$ cat config.mk
export PLATFORM = sky130hd
export DESIGN_NAME = gsc_meter
export DESIGN_NICKNAME = d
export VERILOG_FILES = /design/src/rtl/gsc_pkg.sv /design/src/rtl/gsc_spi_regs.sv /design/src/rtl/gsc_meter.sv
export SDC_FILE = /design/constraint.sdc
export NUM_CORES = 1
export LEC_CHECK = 0
export CORE_ASPECT_RATIO = 1.4
export CORE_MARGIN = 2
export CORE_UTILIZATION = 48
export CTS_CLUSTER_DIAMETER = 150
export CTS_CLUSTER_SIZE = 12
export DETAILED_ROUTE_END_ITERATION = 10
export PLACE_DENSITY = 0.61
export SETUP_SLACK_MARGIN = 0.02
export SLEW_MARGIN = 15
export SYNTH_ARGS = -nofsm -noshare
export SYNTH_HDL_FRONTEND = slang
export SYNTH_SLANG_ARGS = --single-unit
$ cat constraint.sdc
create_clock -name clk -period 3.2 [get_ports clk]
set_clock_uncertainty 0.2 [all_clocks]
set_input_delay 0.64 -clock clk [delete_from_list [all_inputs] [get_ports clk]]
set_output_delay 0.64 -clock clk [all_outputs]
set_load 0.005 [all_outputs]
$ cat src/rtl/gsc_pkg.sv
// gsc_pkg: register map, CTRL bit positions, gate FSM states and the
// 7-segment encoder shared by the gsc_meter slice.
package gsc_pkg;

  localparam logic [1:0] ADDR_ARR  = 2'd0;
  localparam logic [1:0] ADDR_CTRL = 2'd1;
  localparam logic [1:0] ADDR_GATE = 2'd2;

  localparam int CTRL_SRC    = 0;
  localparam int CTRL_MODE   = 1;
  localparam int CTRL_CLR    = 2;
  localparam int CTRL_PRE_LO = 4;

  localparam int GATE_SCALE = 256;

  typedef enum logic [1:0] {
    ST_IDLE  = 2'd0,
    ST_OPEN  = 2'd1,
    ST_LATCH = 2'd2
  } gate_state_t;

  // bit0 = a ... bit6 = g, active high; codes 10..15 are blank
  function automatic logic [6:0] seg7(input logic [3:0] d);
    logic [6:0] s;
    case (d)
      4'd0:    s = 7'h3F;
      4'd1:    s = 7'h06;
      4'd2:    s = 7'h5B;
      4'd3:    s = 7'h4F;
      4'd4:    s = 7'h66;
      4'd5:    s = 7'h6D;
      4'd6:    s = 7'h7D;
      4'd7:    s = 7'h07;
      4'd8:    s = 7'h7F;
      4'd9:    s = 7'h6F;
      default: s = 7'h00;
    endcase
    return s;
  endfunction

endpackage

$ cat src/rtl/gsc_spi_regs.sv
// gsc_spi_regs: oversampled write-only SPI slave feeding the ARR/CTRL/GATE
// registers; emits a one-cycle clear on CLR or on a MODE change.
module gsc_spi_regs
  import gsc_pkg::*;
#(
  parameter int GEN_W  = 16,
  parameter int GATE_W = 16
) (
  input  logic              clk,
  input  logic              reset_n,
  input  logic              i_spi_cs,
  input  logic              i_spi_clk,
  input  logic              i_spi_mosi,
  input  logic [1:0]        i_spi_a,
  output logic [GEN_W-1:0]  o_arr,
  output logic [GATE_W-1:0] o_gate,
  output logic              o_src,
  output logic              o_mode,
  output logic [3:0]        o_pre,
  output logic              o_clr
);

  logic [2:0]        r_cs_sync;
  logic [2:0]        r_sck_sync;
  logic [1:0]        r_mosi_sync;
  logic [15:0]       r_shift;
  logic [4:0]        r_bits;
  logic [1:0]        r_addr;
  logic [GEN_W-1:0]  r_arr;
  logic [GATE_W-1:0] r_gate;
  logic              r_src;
  logic              r_mode;
  logic [3:0]        r_pre;
  logic              r_clr;

  logic w_sck_rise;
  logic w_cs_rise;
  logic w_commit;

  // [1] is the synchronised level, [2] the previous one for edge detection
  assign w_sck_rise = r_sck_sync[1] & ~r_sck_sync[2] & ~r_cs_sync[1];
  assign w_cs_rise  = r_cs_sync[1] & ~r_cs_sync[2];
  assign w_commit   = w_cs_rise & r_bits[4];

  always_ff @(posedge clk or negedge reset_n) begin
    if (!reset_n) begin
      r_cs_sync   <= 3'b111;
      r_sck_sync  <= 3'b000;
      r_mosi_sync <= 2'b00;
      r_shift     <= '0;
      r_bits      <= '0;
      r_addr      <= '0;
    end else begin
      r_cs_sync   <= {r_cs_sync[1:0], i_spi_cs};
      r_sck_sync  <= {r_sck_sync[1:0], i_spi_clk};
      r_mosi_sync <= {r_mosi_sync[0], i_spi_mosi};
      if (!r_cs_sync[1]) r_addr <= i_spi_a;
      if (w_sck_rise) r_shift <= {r_shift[14:0], r_mosi_sync[1]};
      if (r_cs_sync[1]) r_bits <= '0;
      else if (w_sck_rise && !r_bits[4]) r_bits <= r_bits + 5'd1;
    end
  end

  always_ff @(posedge clk or negedge reset_n) begin
    if (!reset_n) begin
      r_arr  <= '0;
      r_gate <= '0;
      r_src  <= 1'b0;
      r_mode <= 1'b0;
      r_pre  <= '0;
      r_clr  <= 1'b0;
    end else begin
      r_clr <= 1'b0;
      if (w_commit) begin
        case (r_addr)
          ADDR_ARR:  r_arr <= r_shift[GEN_W-1:0];
          ADDR_CTRL: begin
            r_src  <= r_shift[CTRL_SRC];
            r_mode <= r_shift[CTRL_MODE];
            r_pre  <= r_shift[CTRL_PRE_LO +: 4];
            r_clr  <= r_shift[CTRL_CLR] | (r_shift[CTRL_MODE] != r_mode);
          end
          ADDR_GATE: r_gate <= r_shift[GATE_W-1:0];
          default:   ;
        endcase
      end
    end
  end

  assign o_arr  = r_arr;
  assign o_gate = r_gate;
  assign o_src  = r_src;
  assign o_mode = r_mode;
  assign o_pre  = r_pre;
  assign o_clr  = r_clr;

endmodule

$ cat src/rtl/gsc_meter.sv
// gsc_meter: prescaled square-wave generator, BCD totalizer / gated frequency
// meter and registered 7-segment drive, configured through gsc_spi_regs.
//
// state    | meaning
// ST_IDLE  | totalize mode, or freshly cleared; next cycle opens a window
// ST_OPEN  | gate window running, counting events, timer counting down
// ST_LATCH | last cycle of the window: count -> display, window reloads
module gsc_meter
  import gsc_pkg::*;
#(
  parameter int DIGITS = 4,
  parameter int GEN_W  = 16,
  parameter int GATE_W = 16
) (
  input  logic                clk,
  input  logic                reset_n,
  input  logic                counter_in,
  input  logic                spi_cs,
  input  logic                spi_clk,
  input  logic                spi_mosi,
  input  logic [1:0]          spi_a,
  output logic                gen,
  output logic [7*DIGITS-1:0] seg,
  output logic                overflow,
  output logic                gate_busy
);

  localparam int TW = GATE_W + 9;

  logic [GEN_W-1:0]  w_arr;
  logic [GATE_W-1:0] w_gate;
  logic              w_src;
  logic              w_mode;
  logic [3:0]        w_pre;
  logic              w_clr;

  gsc_spi_regs #(.GEN_W(GEN_W), .GATE_W(GATE_W)) u_regs (
    .clk        (clk),
    .reset_n    (reset_n),
    .i_spi_cs   (spi_cs),
    .i_spi_clk  (spi_clk),
    .i_spi_mosi (spi_mosi),
    .i_spi_a    (spi_a),
    .o_arr      (w_arr),
    .o_gate     (w_gate),
    .o_src      (w_src),
    .o_mode     (w_mode),
    .o_pre      (w_pre),
    .o_clr      (w_clr)
  );

  logic [15:0]      r_psc;
  logic [GEN_W-1:0] r_gen_cnt;
  logic             r_gen;
  logic             r_gen_d;
  logic [2:0]       r_cin_sync;
  logic             w_tick;
  logic [15:0]      w_psc_load;
  logic             w_inc;

  assign w_tick     = (r_psc == 16'd0);
  assign w_psc_load = (16'd1 << w_pre) - 16'd1;
  assign w_inc      = w_src ? (r_gen & ~r_gen_d) : (r_cin_sync[1] & ~r_cin_sync[2]);

  // New PRE/ARR values are picked up at the next tick; cnt is never reset
  always_ff @(posedge clk or negedge reset_n) begin
    if (!reset_n) begin
      r_psc      <= '0;
      r_gen_cnt  <= '0;
      r_gen      <= 1'b0;
      r_gen_d    <= 1'b0;
      r_cin_sync <= '0;
    end else begin
      r_gen_d    <= r_gen;
      r_cin_sync <= {r_cin_sync[1:0], counter_in};
      if (w_tick) begin
        r_psc <= w_psc_load;
        if (r_gen_cnt == w_arr) begin
          r_gen_cnt <= '0;
          r_gen     <= ~r_gen;
        end else begin
          r_gen_cnt <= r_gen_cnt + GEN_W'(1);
        end
      end else begin
        r_psc <= r_psc - 16'd1;
      end
    end
  end

  logic [DIGITS-1:0][3:0] r_cnt;
  logic [DIGITS-1:0][3:0] r_disp;
  logic [DIGITS-1:0][3:0] w_cnt_inc;
  logic                   w_carry;
  logic                   r_ovf;
  logic                   r_disp_ovf;
  gate_state_t            r_state;
  logic [TW-1:0]          r_timer;
  logic [TW-1:0]          w_win;
  logic [TW-1:0]          w_win_load;

  always_comb begin
    w_cnt_inc = r_cnt;
    w_carry   = 1'b1;
    for (int i = 0; i < DIGITS; i++) begin
      if (w_carry) begin
        if (r_cnt[i] == 4'd9) begin
          w_cnt_inc[i] = 4'd0;
        end else begin
          w_cnt_inc[i] = r_cnt[i] + 4'd1;
          w_carry      = 1'b0;
        end
      end
    end
  end

  // Loaded with window-2 so OPEN (N-1 cycles) plus LATCH (1 cycle) spans N
  assign w_win      = TW'({1'b0, w_gate} + (GATE_W + 1)'(1)) * TW'(GATE_SCALE);
  assign w_win_load = w_win - TW'(2);

  always_ff @(posedge clk or negedge reset_n) begin
    if (!reset_n) begin
      r_state    <= ST_IDLE;
      r_cnt      <= '0;
      r_disp     <= '0;
      r_ovf      <= 1'b0;
      r_disp_ovf <= 1'b0;
      r_timer    <= '0;
    end else if (w_clr) begin
      r_state    <= ST_IDLE;
      r_cnt      <= '0;
      r_disp     <= '0;
      r_ovf      <= 1'b0;
      r_disp_ovf <= 1'b0;
    end else if (!w_mode) begin
      r_state <= ST_IDLE;
      if (w_inc) begin
        r_cnt <= w_cnt_inc;
        if (w_carry) r_ovf <= 1'b1;
      end
    end else begin
      case (r_state)
        ST_IDLE: begin
          r_state <= ST_OPEN;
          r_cnt   <= '0;
          r_timer <= w_win_load;
        end
        ST_OPEN: begin
          if (r_timer == '0) r_state <= ST_LATCH;
          else r_timer <= r_timer - TW'(1);
          if (w_inc) begin
            r_cnt <= w_cnt_inc;
            if (w_carry) r_ovf <= 1'b1;
          end
        end
        ST_LATCH: begin
          r_disp     <= w_inc ? w_cnt_inc : r_cnt;
          r_disp_ovf <= r_ovf | (w_inc & w_carry);
          r_ovf      <= r_ovf | (w_inc & w_carry);
          r_cnt      <= '0;
          r_timer    <= w_win_load;
          r_state    <= ST_OPEN;
        end
        default: r_state <= ST_IDLE;
      endcase
    end
  end

  logic [7*DIGITS-1:0] r_seg;
  logic [7*DIGITS-1:0] w_seg_nxt;

  always_comb begin
    w_seg_nxt = '0;
    for (int i = 0; i < DIGITS; i++) begin
      w_seg_nxt[7*i +: 7] = seg7(w_mode ? r_disp[i] : r_cnt[i]);
    end
  end

  always_ff @(posedge clk or negedge reset_n) begin
    if (!reset_n) r_seg <= {DIGITS{7'h3F}};
    else          r_seg <= w_seg_nxt;
  end

  assign gen       = r_gen;
  assign seg       = r_seg;
  assign overflow  = w_mode ? r_disp_ovf : r_ovf;
  assign gate_busy = (r_state != ST_IDLE);

endmodule
==> metrics.cfg, run 1 <==
[outcome]
status = complete, no violations

[synthesis]
yosys.area_share.simple = 0.180
synth_top_cell_by_area = dfrtp_1
synth_fp_nets = 1098
yosys_warnings = 0
synth_cell_types = 84
synthAdderAreaFrac = 0.0507
synth_area_leaders = dfrtp_1 (40%), dfstp_2 (6.7%), mux2_2 (6.4%), ha_1 (5.1%), o21ai_0 (4.3%)
synth_edf_count = 0
synth_compound_area_frac = 0.142
synth_area_per_cell_um2 = 10.1
synth-xor-area-share = 0.0495
ys_ff_latch = 196
yosys-mux-area-fraction = 0.0854
ys_seq_area_frac = 0.465
netlist_area_um2 = 10600
synth_top_area_frac = 0.398
synth_commonest_cells = dfrtp_1 (169), nand2_1 (101), o21ai_0 (91), nor2_1 (80), mux2_2 (60)
ys_async_sr_fraction = 1.00
synth_most_common_cell = dfrtp_1
synth_top_family_by_area = simple AND/OR/NAND/NOR gates
synth_flop_cell = dfrtp_1
synthCells = 1047

[drt]
vias_per_cell = 5.54
routedWlPerCell_um = 15.7
drc_errors = 0
drtIter0Drc = 407
drtAntennaViolNets = 0
dr.pass1.iters = 4
drt-total-wl_um = 22100
vias = 7779

[clocking]
htree_levels = 4
cts_tree = yes
clk_pin_slew_ns = 0.07
numCtsBuffers = 17
root_buffer = clkbuf_16
worst_skew_pair.late_latency_ns = 0.44
cts_sinks = 196
cts_buffer_depth = 2

[sta]
layout_min_cycle_time_ns = 2.94
max_slew_margin = 0.506
drv_slew = 0
rsz0062_at_grt = false
finalSetupViolations = 0
fin_crit_sh = 0.919
worst_slack_ns = 0.259
tightest_slew_ns = 0.720
max_freq_mhz = 340
fin_setup_tns_ns = 0
hold_ws_ns = 0.149
finalHoldViolations = 0

[floorplan]
die_h_um = 180
initial_core_util = 0.487
dieWidth_um = 130
core-area_um2 = 21800
dieArea_um2 = 23300
rows = 64
num_io_pins = 39

[layout]
layout-drive-gt1-share = 0.175
utilization = 0.554
areaGrowthSynthToFinish_pct = 13.8
nNetsFinal = 1145
n_antenna_cell = 0

[global_route]
grt_pass1_vias = 7720
grtUsageTotal = 0.202
grt_max_degree = 61
antenna_found_initial = 0
gr-total-overflow = 0
grt_pass1_wl_um = 38100

[setup_path]
crit_fanout = 5
arrival_ns = 3.05
cp_data_required_time_ns = 3.31
crit_path_end_kind = flip-flop
crit_type = flip-flop to flip-flop
crit_path_start_kind = flip-flop

[placed_design]
dpl_worst_slack_ns = 0.0722
port-buffer-count = 38
place_hpwl_um = 15800
gp_congestion = 0.861

[pwr]
power.density_nw_per_um2 = 463
power_frac_seq = 0.505
vdd_drop_max_mv = 0.354
p_int_mw = 4.15
switching_share = 0.257
switching_power_mw = 1.44
leakagePower_nw = 5.32
comb_power_share = 0.111
p_clk_frac = 0.384

[hold_path]
hp-class = flip-flop to flip-flop

[run]
maxCapViolCount = 0

-- power by group through the flow --
| stage | sequential [mW] | combinational [mW] | clock (mW) |
|---|---|---|---|
| 2_1_floorplan | 2.82 | 0.350 | 0 |
| 5_1_grt | 2.85 | 0.709 | 2.30 |
| 6_report | 2.82 | 0.620 | 2.14 |
| 4_1_cts | 2.83 | 0.635 | 2.20 |
| 3_3_place_gp | 2.87 | 0.626 | 0 |
| 3_5_place_dp | 2.87 | 0.633 | 0 |
-- cell usage in the layout (no fill, tap or decap), types with 11 or more instances in the layout --
cell	Yosys	routed
clkdlybuf4s50_1	0	37
ha_1	43	42
dfrtp_1	169	168
a22o_1	11	11
xnor2_1	45	45
o22ai_1	13	13
clkbuf_16	0	17
o21ai_0	91	91
nand2_1	101	101
buf_4	1	26
and3_1	14	14
nor2_1	80	79
nor3_1	31	28
nand3_1	18	18
a21oi_1	46	45
mux2_2	60	60
nand4_1	16	16
mux2i_1	23	23
a31oi_1	13	12
dfstp_2	27	27
nand2b_1	17	16
inv_1	30	30
xor2_1	15	15
-- per-layer routing --
metal  up-vias  wire (um)  GRT usage
li1       3832          -          -
met1      3801       9430      0.250
met2       106      11700      0.355
met3        40        462     0.0321
met4         0        511     0.0680
met5         -          0          0
-- critical path: stages, from the launching register on --
cell and delay [ns]:
dfrtp_1 0.41, nor3_2 0.09, and4_1 0.26, and2_4 0.19, nand2b_4 0.08, nor2_4 0.04
a31oi_1 0.18, ha_2 0.21, nand2_1 0.07, or2_2 0.32, nor3_4 0.30, buf_4 0.18
nor3_1 0.04, o21ai_0 0.15, o211ai_1 0.10
-- what timing repair did --
| action | in CTS | in global routing |
|---|---|---|
| buffers inserted | 0 | 1 |
| hold buffers | 1 | 0 |
| hold endpoints to repair | 18 | 0 |
| gates resized for setup | 0 | 9 |
| endpoints found under the setup margin | 0 | 3 |
-- stage by stage --
step	power (mW)	area, um2	instances
detailed placement	3.51	11400	1370
finish	5.59	12100	1404
floorplan	3.17	10600	1047
CTS	5.66	12000	1403
global placement	3.49	11400	1370
global route	5.86	12100	1404
-- logic make-up after synthesis --
family	after synthesis
AOI/OAI and AO/OA	237
xor gates and xnor gates	60
DFF	196
muxes	83
adders and majority gates	43
buffers and inverters	69
and+or+nand+nor	359
-- path summary, 6_finish.rpt --
| kind | start | end | slack [ns] | depth (start not counted) |
|---|---|---|---|---|
| setup / recovery | r_psc[6]$_DFF_PN0_ | r_psc[10]$_DFF_PN0_ | 0.26 | 14 |
| hold / removal | u_regs.r_sck_sync[0]$_DFF_PN0_ | u_regs.r_sck_sync[1]$_DFF_PN0_ | 0.15 | 0 |
| setup reg to reg | r_psc[6]$_DFF_PN0_ | r_psc[10]$_DFF_PN0_ | 0.26 | 14 |
| hold reg to reg | u_regs.r_sck_sync[0]$_DFF_PN0_ | u_regs.r_sck_sync[1]$_DFF_PN0_ | 0.15 | 0 |
| max in group asynchronous | reset_n | seg[2]$_DFF_PN1_ | 1.52 | 3 |
| min in group asynchronous | reset_n | r_timer[12]$_DFFE_PN0P_ | 0.53 | 2 |
-- sequential cells by signal (all words and copies together) (netlist names), 16 cells and up --
signal and cells:
r_psc 16, r_disp 16, u_regs.r_shift 16, r_cnt 16, r_gen_cnt 16, u_regs.o_gate 16
seg 28, u_regs.o_arr 16, r_timer 25
-- final cells by class --
cell class                 count  area [um2]
fill                        1984        9710
multi-input combinational    782        5440
sequential                   196        4940
timing repair buffer          67         629
clock buffer                  21         470
tap                          297         372
clock inverter                11         116
inverter                      30         113
(Power assumes the default switching activity.)
==> inputs of run 2 (changes only) <==
Settings changed: CORE_MARGIN 2 to not set.
==> metrics.cfg, run 2 (synthesized netlist as in run 1, its figures left out) <==
[setup_path]
crit_type = flip-flop to flip-flop
slowest_delay_ns = 0.41
arrival_ns = 3.11
rrSetupSlack_ns = 0.21
crit_path_end_kind = flip-flop
crit_fanout = 8
cpMaxStageDelayCell = dfrtp_1
cp_data_required_time_ns = 3.32
critPathMostFrequentCell = nor3_1
cp_cell_sequence = nor3_1 > and4_2 > and2_4 > nand2b_4 > nor2_4 > a31oi_1 > ha_2 > nand2_1 > or2_2 > nor3_4 > buf_4 > nor3_1 > o21ai_0 > o211ai_1
crit_path_start_kind = flip-flop

[drt]
routedWlPerCell_um = 15.6
drt-total-wl_um = 21900
dr.pass1.iters = 5
vias_per_cell = 5.53
vias = 7760
drtAntennaViolNets = 0
drtIter0Drc = 328
drc_errors = 0

[clocking]
numCtsBuffers = 17
root_buffer = clkbuf_16
cts_tree = yes
cts_sinks = 196
worst_skew_pair.late_latency_ns = 0.44
htree_levels = 4
clk_pin_slew_ns = 0.07
cts_buffer_depth = 2

[sta]
worst_slack_ns = 0.213
layout_min_cycle_time_ns = 2.99
rsz0062_at_grt = false
drv_slew = 0
max_slew_margin = 0.445
finalHoldViolations = 0
fin_setup_tns_ns = 0
finalSetupViolations = 0
fin_crit_sh = 0.933
max_freq_mhz = 335
tightest_slew_ns = 0.809

[placed_design]
dpl_worst_slack_ns = 0.0121
port-buffer-count = 38
place_hpwl_um = 15700
gp_congestion = 0.899

[hold_path]
hp-class = flip-flop to flip-flop

[floorplan]
core-area_um2 = 21800
die_h_um = 178
dieArea_um2 = 22700
initial_core_util = 0.487
rows = 64
dieWidth_um = 128
num_io_pins = 39

[global_route]
grt_max_degree = 75
grt_pass1_wl_um = 37700
grtUsageMet2 = 0.383
top_usage_layer = met2
grt_util_met3 = 0.0332
grt_pass1_vias = 7750
grtUsageTotal = 0.210
gr-total-overflow = 0
grt_util_met1 = 0.249
antenna_found_initial = 0

[layout]
layout_common_cells = dfrtp_1 (169), nand2_1 (101), o21ai_0 (90)
nNetsFinal = 1143
n_antenna_cell = 0
areaGrowthSynthToFinish_pct = 13.9
layout-drive-gt1-share = 0.174
fill_cells = 1985
mostFrequentLayoutCell = dfrtp_1
largest_reg_flops = 28

[outcome]
status = complete, no violations

[pwr]
vdd_drop_max_mv = 0.353
power.density_nw_per_um2 = 469
leakagePower_nw = 5.33

[run]
maxCapViolCount = 0

-- run 2: cell types whose count changed in the layout (fill, tap and decap cells not counted), sizes merged --
cell / before / now
buf: 28 / 26
inv: 35 / 39
bufinv: 1 / 2
clkbuf: 22 / 19
clkinvlp: 3 / 1
-- run 2: power by group --
group / switching (mW) / internal (mW) / total, mW
logic: 0.297 / 0.316 / 0.613
clock network: 1.04 / 1.20 / 2.23
registers: 0.155 / 2.67 / 2.83
-- run 2: worst max-delay path: cells and delay by family (launching register included) --
family	cells	cell delay (ns)
adder cells (fa/ha/maj)	1	0.22
flip-flops	1	0.41
buffers and inverters	1	0.18
AND/OR/NAND/NOR	9	1.45
AO/OA/AOI/OAI	3	0.40
-- run 2: cell type report --
class                           count  area (um2)  area share
Multi-Input combinational cell    782        5440       0.450
Tap cell                          297         372      0.0308
Clock inverter                     14         181      0.0150
Inverter                           30         113     0.00932
Sequential cell                   196        4940       0.409
Timing Repair Buffer               65         614      0.0508
Clock buffer                       18         429      0.0355
-- run 2: timing repair --
| action | in CTS | in global routing |
|---|---|---|
| hold endpoints to repair | 6 | 0 |
| pin swaps | 0 | 3 |
| hold buffers | 1 | 0 |
| resized for setup | 1 | 9 |
| setup endpoints to repair | 1 | 4 |
| buffers inserted | 0 | 3 |
-- run 2: routing by layer --
layer | vias to the layer above | share of wire | wire length, um
met1 | 3818 | 0.43 | 9500
li1 | 3826 | - | -
met3 | 24 | 0.018 | 390
met2 | 92 | 0.53 | 11600
met5 | - | 0 | 0
met4 | 0 | 0.019 | 421
-- run 2: stage by stage --
| step | power [mW] | hold WS (ns) | cell area (um2) | util | std cells |
|---|---|---|---|---|---|
| global placement | 3.49 | 0.134 | 11400 | 0.523 | 1366 |
| finish | 5.67 | 0.149 | 12100 | 0.555 | 1402 |
| CTS | 5.76 | 0.152 | 12000 | 0.552 | 1399 |
| floorplan | 3.17 | 0.131 | 10600 | - | 1047 |
| detailed placement | 3.50 | 0.135 | 11400 | 0.523 | 1366 |
| global route | 5.95 | 0.157 | 12100 | 0.555 | 1402 |
-- run 2: path summary, 6_finish.rpt --
path / from / cells after the start / to
max: r_psc[5]$_DFF_PN0_ / 14 / r_psc[10]$_DFF_PN0_
min: u_regs.r_mosi_sync[0]$_DFF_PN0_ / 0 / u_regs.r_mosi_sync[1]$_DFF_PN0_
max reg2reg: r_psc[5]$_DFF_PN0_ / 14 / r_psc[10]$_DFF_PN0_
min reg2reg: u_regs.r_mosi_sync[0]$_DFF_PN0_ / 0 / u_regs.r_mosi_sync[1]$_DFF_PN0_
max in group asynchronous: reset_n / 3 / u_regs.r_cs_sync[0]$_DFF_PN1_
min in group asynchronous: reset_n / 2 / r_timer[6]$_DFFE_PN0P_
